`config.mk`:
```
export PLATFORM = sky130hd
export DESIGN_NAME = jpeg_izigzag_buf
export DESIGN_NICKNAME = d
export VERILOG_FILES = /design/src/rtl/jpeg_izigzag_buf.sv
export SDC_FILE = /design/constraint.sdc
export NUM_CORES = 2
export LEC_CHECK = 0
export CAP_MARGIN = 40
export CORE_AREA = 4 4 462 464
export DETAILED_ROUTE_END_ITERATION = 10
export DIE_AREA = 0 0 466 468
export HOLD_SLACK_MARGIN = 0.06
export PLACE_DENSITY = 0.55
export SLEW_MARGIN = 30
export SYNTH_ARGS = -nofsm -noshare
export SYNTH_HDL_FRONTEND = slang
export SYNTH_SLANG_ARGS = --single-unit
```
`constraint.sdc`:
```
create_clock -name clk -period 8.46 [get_ports clk]
set_input_delay 0.846 -clock clk [delete_from_list [all_inputs] [get_ports clk]]
set_output_delay 0.846 -clock clk [all_outputs]
set_load 0.03 [all_outputs]
```
`src/rtl/jpeg_izigzag_buf.sv`:
```
// jpeg_izigzag_buf: inverse zigzag reorder buffer for 8x8 coefficient blocks.
// Blocks arrive in zigzag scan order and leave in raster order. Two 64-entry
// banks (ping-pong) let one block fill while the previous one drains.
// Optional macro JPEG_IZIGZAG_TRANSPOSE_EN: drain each block column-major
// (read index k addresses raster (k%8)*8 + k/8). The write path is unchanged.
module jpeg_izigzag_buf #(
  parameter int DWIDTH = 12
) (
  input  logic              clk,
  input  logic              rst_n,
  input  logic              ena,
  input  logic [DWIDTH-1:0] din,
  input  logic              din_valid,
  input  logic              din_sof,
  output logic              din_ready,
  output logic [DWIDTH-1:0] dout,
  output logic [5:0]        dout_idx,
  output logic              dout_first,
  output logic              dout_last,
  output logic              dout_valid,
  input  logic              dout_ready
);

  // Zigzag scan position -> raster index (row*8+col), standard JPEG order.
  localparam logic [5:0] ZZ2R [64] = '{
     0,  1,  8, 16,  9,  2,  3, 10,
    17, 24, 32, 25, 18, 11,  4,  5,
    12, 19, 26, 33, 40, 48, 41, 34,
    27, 20, 13,  6,  7, 14, 21, 28,
    35, 42, 49, 56, 57, 50, 43, 36,
    29, 22, 15, 23, 30, 37, 44, 51,
    58, 59, 52, 45, 38, 31, 39, 46,
    53, 60, 61, 54, 47, 55, 62, 63
  };

  // Bank select is the address MSB; contents are never reset.
  logic [DWIDTH-1:0] mem [0:127];

  logic       wr_bank;
  logic [5:0] wr_idx;
  logic       rd_bank;
  logic [5:0] rd_idx;
  logic [1:0] full;

  logic       wr_acc;
  logic [5:0] wr_pos;
  logic [5:0] wr_raster;
  logic       wr_done;
  logic       rd_load;
  logic       rd_done;
  logic [5:0] rd_raster;

  assign din_ready = ena & ~full[wr_bank];
  assign wr_acc    = din_valid & din_ready;

  // A start-of-block marker always restarts the block at scan position 0,
  // silently abandoning whatever partial block was in progress.
  assign wr_pos    = din_sof ? 6'd0 : wr_idx;
  assign wr_raster = ZZ2R[wr_pos];
  assign wr_done   = wr_acc & (wr_pos == 6'd63);

  // Load a new beat when the current one is absent or being consumed.
  assign rd_load   = ena & full[rd_bank] & (~dout_valid | dout_ready);
  assign rd_done   = rd_load & (rd_idx == 6'd63);

`ifdef JPEG_IZIGZAG_TRANSPOSE_EN
  // Column-major drain: swap the row and column fields of the read index.
  assign rd_raster = {rd_idx[2:0], rd_idx[5:3]};
`else
  assign rd_raster = rd_idx;
`endif

  // Coefficient store: write each accepted coefficient at its raster slot.
  always_ff @(posedge clk) begin
    if (wr_acc) begin
      mem[{wr_bank, wr_raster}] <= din;
    end
  end

  // Write pointer: advance per accept, flip bank after scan position 63.
  always_ff @(posedge clk or negedge rst_n) begin
    if (!rst_n) begin
      wr_bank <= 1'b0;
      wr_idx  <= 6'd0;
    end else if (wr_acc) begin
      wr_idx <= 6'(wr_pos + 6'd1);
      if (wr_pos == 6'd63) begin
        wr_bank <= ~wr_bank;
      end
    end
  end

  // Per-bank full flags: set by the writer on block completion, cleared by
  // the reader once raster 63 has been loaded. Writer and reader can only
  // touch the same edge on different banks (writer needs it empty, reader
  // needs it full), so the two conditions never collide on one flag.
  generate
    for (genvar gi = 0; gi < 2; gi++) begin : g_full
      // Full flag for bank gi.
      always_ff @(posedge clk or negedge rst_n) begin
        if (!rst_n) begin
          full[gi] <= 1'b0;
        end else if (wr_done && (wr_bank == 1'(gi))) begin
          full[gi] <= 1'b1;
        end else if (rd_done && (rd_bank == 1'(gi))) begin
          full[gi] <= 1'b0;
        end
      end
    end
  endgenerate

  // Output register and read pointer: registered read straight from the
  // store; the beat holds while the consumer stalls.
  always_ff @(posedge clk or negedge rst_n) begin
    if (!rst_n) begin
      dout       <= '0;
      dout_idx   <= 6'd0;
      dout_first <= 1'b0;
      dout_last  <= 1'b0;
      dout_valid <= 1'b0;
      rd_bank    <= 1'b0;
      rd_idx     <= 6'd0;
    end else if (rd_load) begin
      dout       <= mem[{rd_bank, rd_raster}];
      dout_idx   <= rd_raster;
      dout_first <= (rd_idx == 6'd0);
      dout_last  <= (rd_idx == 6'd63);
      dout_valid <= 1'b1;
      rd_idx     <= 6'(rd_idx + 6'd1);
      if (rd_idx == 6'd63) begin
        rd_bank <= ~rd_bank;
      end
    end else if (ena && dout_ready) begin
      dout_valid <= 1'b0;
    end
  end

endmodule

```
* Word level (Yosys, flattened, before mapping)
Memories as Yosys holds them, arrays and structs flattened. A register that Yosys moved wholly into a read port is not among the register bits.
Index checks and enable logic that the tools add are counted.
** Storage, ports and cells
- Bits in registers :: 25
- Latch bits :: 0
- Memory bits (writable) :: 1536
- Memory bits (read-only) :: 384
- Input bits :: 18
- Output and inout port bits :: 22
- Logic and storage cells :: 58
- Memories kept :: 2
** Memories
- mem :: depth 128, bits a word 12, read ports 1, clocked after Yosys merged registers in 1, wr ports 1, RTL line 37 : logic [DWIDTH-1:0] mem [0:127];
- (no name shown) :: depth 64, bits a word 6, read ports 1, clocked after Yosys merged registers in 0, wr ports 0, RTL line 59 : assign wr_raster = ZZ2R[wr_pos];
** Operators by class
- Add/subtract/negate cells :: 2
- Multiply operators :: 0
- Divide/modulo/power cells :: 0
- Order comparisons :: 3
- Eq/ne operators :: 2
- Shift-type cells :: 0
- Muxes and demuxes :: 15
- Bitwise gates (word level) :: 12
- Reduce and logical (&&, ||, !) cells :: 12
** Operator list (number)
- 6-bit 2-to-1 mux :: 3
- 6-bit by 1-bit adder with 6-bit output (second input constant) :: 2
- 6-bit == test (second input constant) :: 2
- 1-bit 2-to-1 mux :: 12
- 7-bit >= comparator (second input constant) :: 1
- 6-bit inverter with 7-bit output :: 1
- 1-bit bitwise AND :: 6
- 6-bit logical NOT :: 1
- 2-bit nonzero test :: 3
- 1-bit logical AND :: 5
- 1-bit by 2-bit < comparator with 1-bit output (second input constant) :: 2
- 1-bit inverter :: 4
- 2-bit AND reduction :: 2
- 1-bit logical NOT :: 1
- 1-bit OR :: 1

* Logic depth before layout (Yosys ltp)
- Depth after elaboration :: 8
- Depth in mapped cells :: 15
- Mapped depth without buffers :: 11

* Worst setup path before layout
Ideal clock, no wire load.
- Path type :: input to register
- Start :: in din_sof
- End :: mem mem[88][0] (enable)
- Data arrival time :: 4.370 ns
- Required time :: 8.080 ns
- Setup slack :: 3.709 ns
- Stages on the path :: 13
- Path buffers :: 5
- Cell sequence :: clkbuf_1 buf_2 buf_1 nand2b_1 ha_1 and2_0 o31a_1 a2111oi_1 a32oi_1 or2_2 buf_2 buf_4 nor2_1
** Between the ends
- Longest elaborated chain between the ends :: 5
** Ends and longest elaborated chain
- start, declared :: RTL line 14 : input logic din_sof,
- 6-bit 2-to-1 mux :: RTL line 58 : assign wr_pos = din_sof ? 6'd0 : wr_idx;
- 6-bit inverter with 7-bit output (implied by the code) :: RTL line 59
- memory 64 x 6 bit
- 6-bit 2-to-1 mux (implied by the code) (2 in a row) :: RTL line 59
- end, declared :: RTL line 37
Every way passes these cells. The select of a mux whose other input is x is not followed.

* Final worst setup path
- Start :: in din_sof
- End :: mem mem[60][5] (enable)
The elaborated chain is that of the path after synthesis.

==> summary.md <==
| Metric | Value |
|---|---|
| Status | finished, final reports clean |
| Min Hold Slack | around 0.094 ns |
| Setup-failing EPs final | 0 |
| EDFF count, synth | approximately 1,500 |
| Syn Nets | roughly 3,300 |
| Final Worst Setup Slack | between 3 and 4 ns |
| CP Data Required Time | ~9.0 ns |
| Crit path max fanout | 14 |
| Placeable core area | approximately 0.21 mm^2 |
| GR Util met2 | 0.249 |
| Hold Path Class | in2async |
| Setup TNS | 0 ns |
| #FFs+latches synth | roughly 1,600 |
| RSZ-0062 raised after global routing | no |
| Syn avg cell area | about 19 um^2 |
| Vias after detailed routing | about 32,000 |
| Leading cell types in the layout, fill and taps excluded | edfxtp_1, mux2i_1, mux4_2, clkbuf_16, buf_4 |
| Largest net degree at the start of global routing | 118 |
| Cts hold-fix bufs | 0 |
| Rel. slew slack | 0.402 |
| Pre-CTS setup slack | roughly 2.4 ns |
| Final WL | 175 mm |
| CTS max path bufs | 3 |
| GR Layer Usage met1 | 0.217 |
| Clock Latency Late Sink | 0.82 ns |
| Pwr Density | 229 mW/mm^2 |
| Final Wtd Congestion | 0.910 |
| Reg-to-Reg Start | wr_idx[0]$_DFFE_PN0P_ |
| FMAX | about 0.19 GHz |
| Met3 Usage GRT | 0.0259 |
| Sequential fraction of the synthesis area | 0.752 |
| Netlist Area Pre-Place | 0.0626 mm^2 |
| # port buffers | 39 |
| DR vias/cell | 5.07 |
| CP cell instances | clkdlybuf4s50_1 > nand2b_1 > inv_1 > ha_1 > ha_1 > o21ai_0 > a221o_1 > a21oi_1 > nand2b_1 > buf_4 > nor2_1 > buf_4 |
| Number of global-route vias before repair | ~32,000 |
| Reg clk slew, reported paths | about 0.060 ns |
| Root Driver | clkbuf_16 |
| Die height | 468 um |
| Die Wd | about 470 um |
| Row count | 168 |
| Power Total | 16.6 mW |
| Area Overhead vs Synth | 15.5% |
| Routed WL per cell | 27.6 um |
| CP top delay family | buffers and inverters |
| Fin crit share | 0.620 |
| Iter 0 DRT Violations | between 3,000 and 4,000 |
| Global-route wire length before repair | 248 mm |
| DR pass1 iterations | 5 |
| Initial antenna violation count | 4 |
| Crit path arrival time | 5.77 ns |
| Post-DP HPWL | about 110 mm |
| Critical Path Start Type | input port |
| Async S/R FF share, synth | 0.0235 |
| Max stage delay on crit path | a little under 0.7 ns |
| Max stage delay cell, worst path | clkdlybuf4s50_1 |
| Max-Cap Viols | 0 |
| Most Crowded Layer GR | met2 |
| GR Overflow Total | 0 |
| Postcts setup bufs | 0 |
| Final antenna-violating net count | 0 |
| DRC Markers | 0 |
| Initial Utilization | 0.299 |
| CTS sink cnt | 1,573 |
| GRT Resource Usage Total | 0.158 |
| Share of post-route cells with drive strength above 1 | 0.214 |
| Distinct cells, synth | 68 |
| Commonest non-fill, non-tap cell in the layout | edfxtp_1 |
| Final min period | 5.24 ns |
| Reg2reg path depth | 10 |
| # fillers | 19,500 |
| Worst Max-Slew Pin Slew | 0.894 ns |
| Worst Path Class, Setup | in2reg |
| Worst clock skew | 0.0229 ns |
| Post-cts resize count | 0 |
| Leak Pwr | 24.4 nW |
| Yosys warning total | 0 |
| Dpl cells | 6,063 |
| Max IR drop VDD | 0.000181 V |
| IO Count | 40 |
| Final nets | 3,473 |
| Die footprint | about 0.22 mm^2 |
| R2R Path End | mem[60][5]$_DFFE_PP_ |
| Reg-to-reg setup timing slack | 3.41 ns |
| Final Hold Vio Count | 0 |
| Crit end category | register |
| Final Slew Violations | 0 |
| Synth Instances | 3,275 |
| Cts bufs inserted | ~160 |
| Top_reg_cell synth | edfxtp_1 |
| Crit path buf inv count | 4 |
| H-tree Lvls | 4 |
| CTS tree | done |
| Count of non-filler cells in the finished layout | 6,363 |
## worst max path at each step
stage | slack, ns | start | endpoint | depth (start not counted)
after detailed placement | 2.44 | din_sof | mem[84][2]$_DFFE_PP_ | 11
after floorplan | 3.71 | din_sof | mem[88][0]$_DFFE_PP_ | 13
after global routing | 3.09 | din_sof | mem[68][11]$_DFFE_PP_ | 12
after CTS | 3.30 | din_sof | mem[84][11]$_DFFE_PP_ | 11
after global placement | 2.23 | din_sof | mem[69][11]$_DFFE_PP_ | 11
final | 3.22 | din_sof | mem[60][5]$_DFFE_PP_ | 12
## report_power, final
| group | total, mW | internal, mW | switching, mW |
|---|---|---|---|
| clock | 7.13 | 4.13 | 3.00 |
| combinational | 0.794 | 0.192 | 0.602 |
| sequential | 8.63 | 8.60 | 0.0260 |
| total | 16.6 | 12.9 | 3.63 |
## registers in the layout, summed over array words and instances, names as in the netlist
name / count
dout_last: 1
dout_valid: 1
full: 2
rd_idx: 6
rd_bank: 1
wr_idx: 6
wr_bank: 1
mem: 1536
dout_first: 1
dout: 12
dout_idx: 6
## per-stage QoR
stage / util / cell area, um^2
2_1_floorplan: - / 62600
3_3_place_gp: 0.316 / 66100
3_5_place_dp: 0.320 / 66900
4_1_cts: 0.345 / 72200
5_1_grt: 0.346 / 72300
6_report: 0.346 / 72300
## cell usage after synthesis (all sizes together) (13+ instances only)
| library cell | instances | area [um^2] |
|---|---|---|
| edfxtp | 1536 | 46100 |
| mux2i | 351 | 3510 |
| mux4 | 237 | 5340 |
| nor2 | 179 | 672 |
| buf | 137 | 811 |
| a22oi | 95 | 713 |
| nand2 | 94 | 353 |
| o21ai | 67 | 350 |
| nand3 | 63 | 315 |
| clkbuf | 55 | 206 |
| a21oi | 47 | 235 |
| a221oi | 38 | 333 |
| dfrtp | 37 | 926 |
| mux2 | 31 | 349 |
| o211ai | 27 | 238 |
| o22ai | 23 | 144 |
| ha | 22 | 275 |
| a31oi | 19 | 119 |
| o21a | 18 | 135 |
| nand4 | 17 | 106 |
| inv | 16 | 60.1 |
| a211oi | 15 | 130 |
| and2 | 14 | 87.6 |
| nand2b | 13 | 81.3 |
## layout make-up
| cell class | instances | area, um^2 | share of cell area |
|---|---|---|---|
| antenna | 1 | 2.50 | 0.0000346 |
| clock buffer | 200 | 4270 | 0.0590 |
| clock inverter | 88 | 1020 | 0.0140 |
| inverter | 17 | 63.8 | 0.000882 |
| multi-input combinational | 1493 | 14700 | 0.203 |
| sequential | 1573 | 47100 | 0.651 |
| tap | 2805 | 3510 | 0.0485 |
| timing repair buffer | 186 | 1690 | 0.0233 |
## cells by family (layout without fill, tap and decap cells)
family | Yosys count | in the layout | synth area share
flops | 1573 | 1573 | 0.752
mux | 619 | 619 | 0.147
simple gates | 441 | 441 | 0.0323
compound gates | 404 | 404 | 0.0465
buf+inv | 209 | 491 | 0.0173
fa+ha+maj | 22 | 22 | 0.00440
xor+xnor | 7 | 7 | 0.000979
other cells | 0 | 1 | 0
## per-layer routing
layer,part of all wire,wire length (um)
met5,0,0
met3,0.065,11400
met2,0.47,81900
met4,0.043,7470
met1,0.43,74600
## worst register-to-register path, cell delays in order (launching register included)
cell	delay [ns]
dfrtp_1	0.78
nand2b_1	0.28
ha_1	0.46
and2_0	0.30
o31a_1	0.34
a2111oi_1	0.56
a32oi_1	0.14
nand2b_1	0.59
buf_4	0.48
nor2_1	0.57
buf_4	0.27
Power figures use the tool's default switching activity.
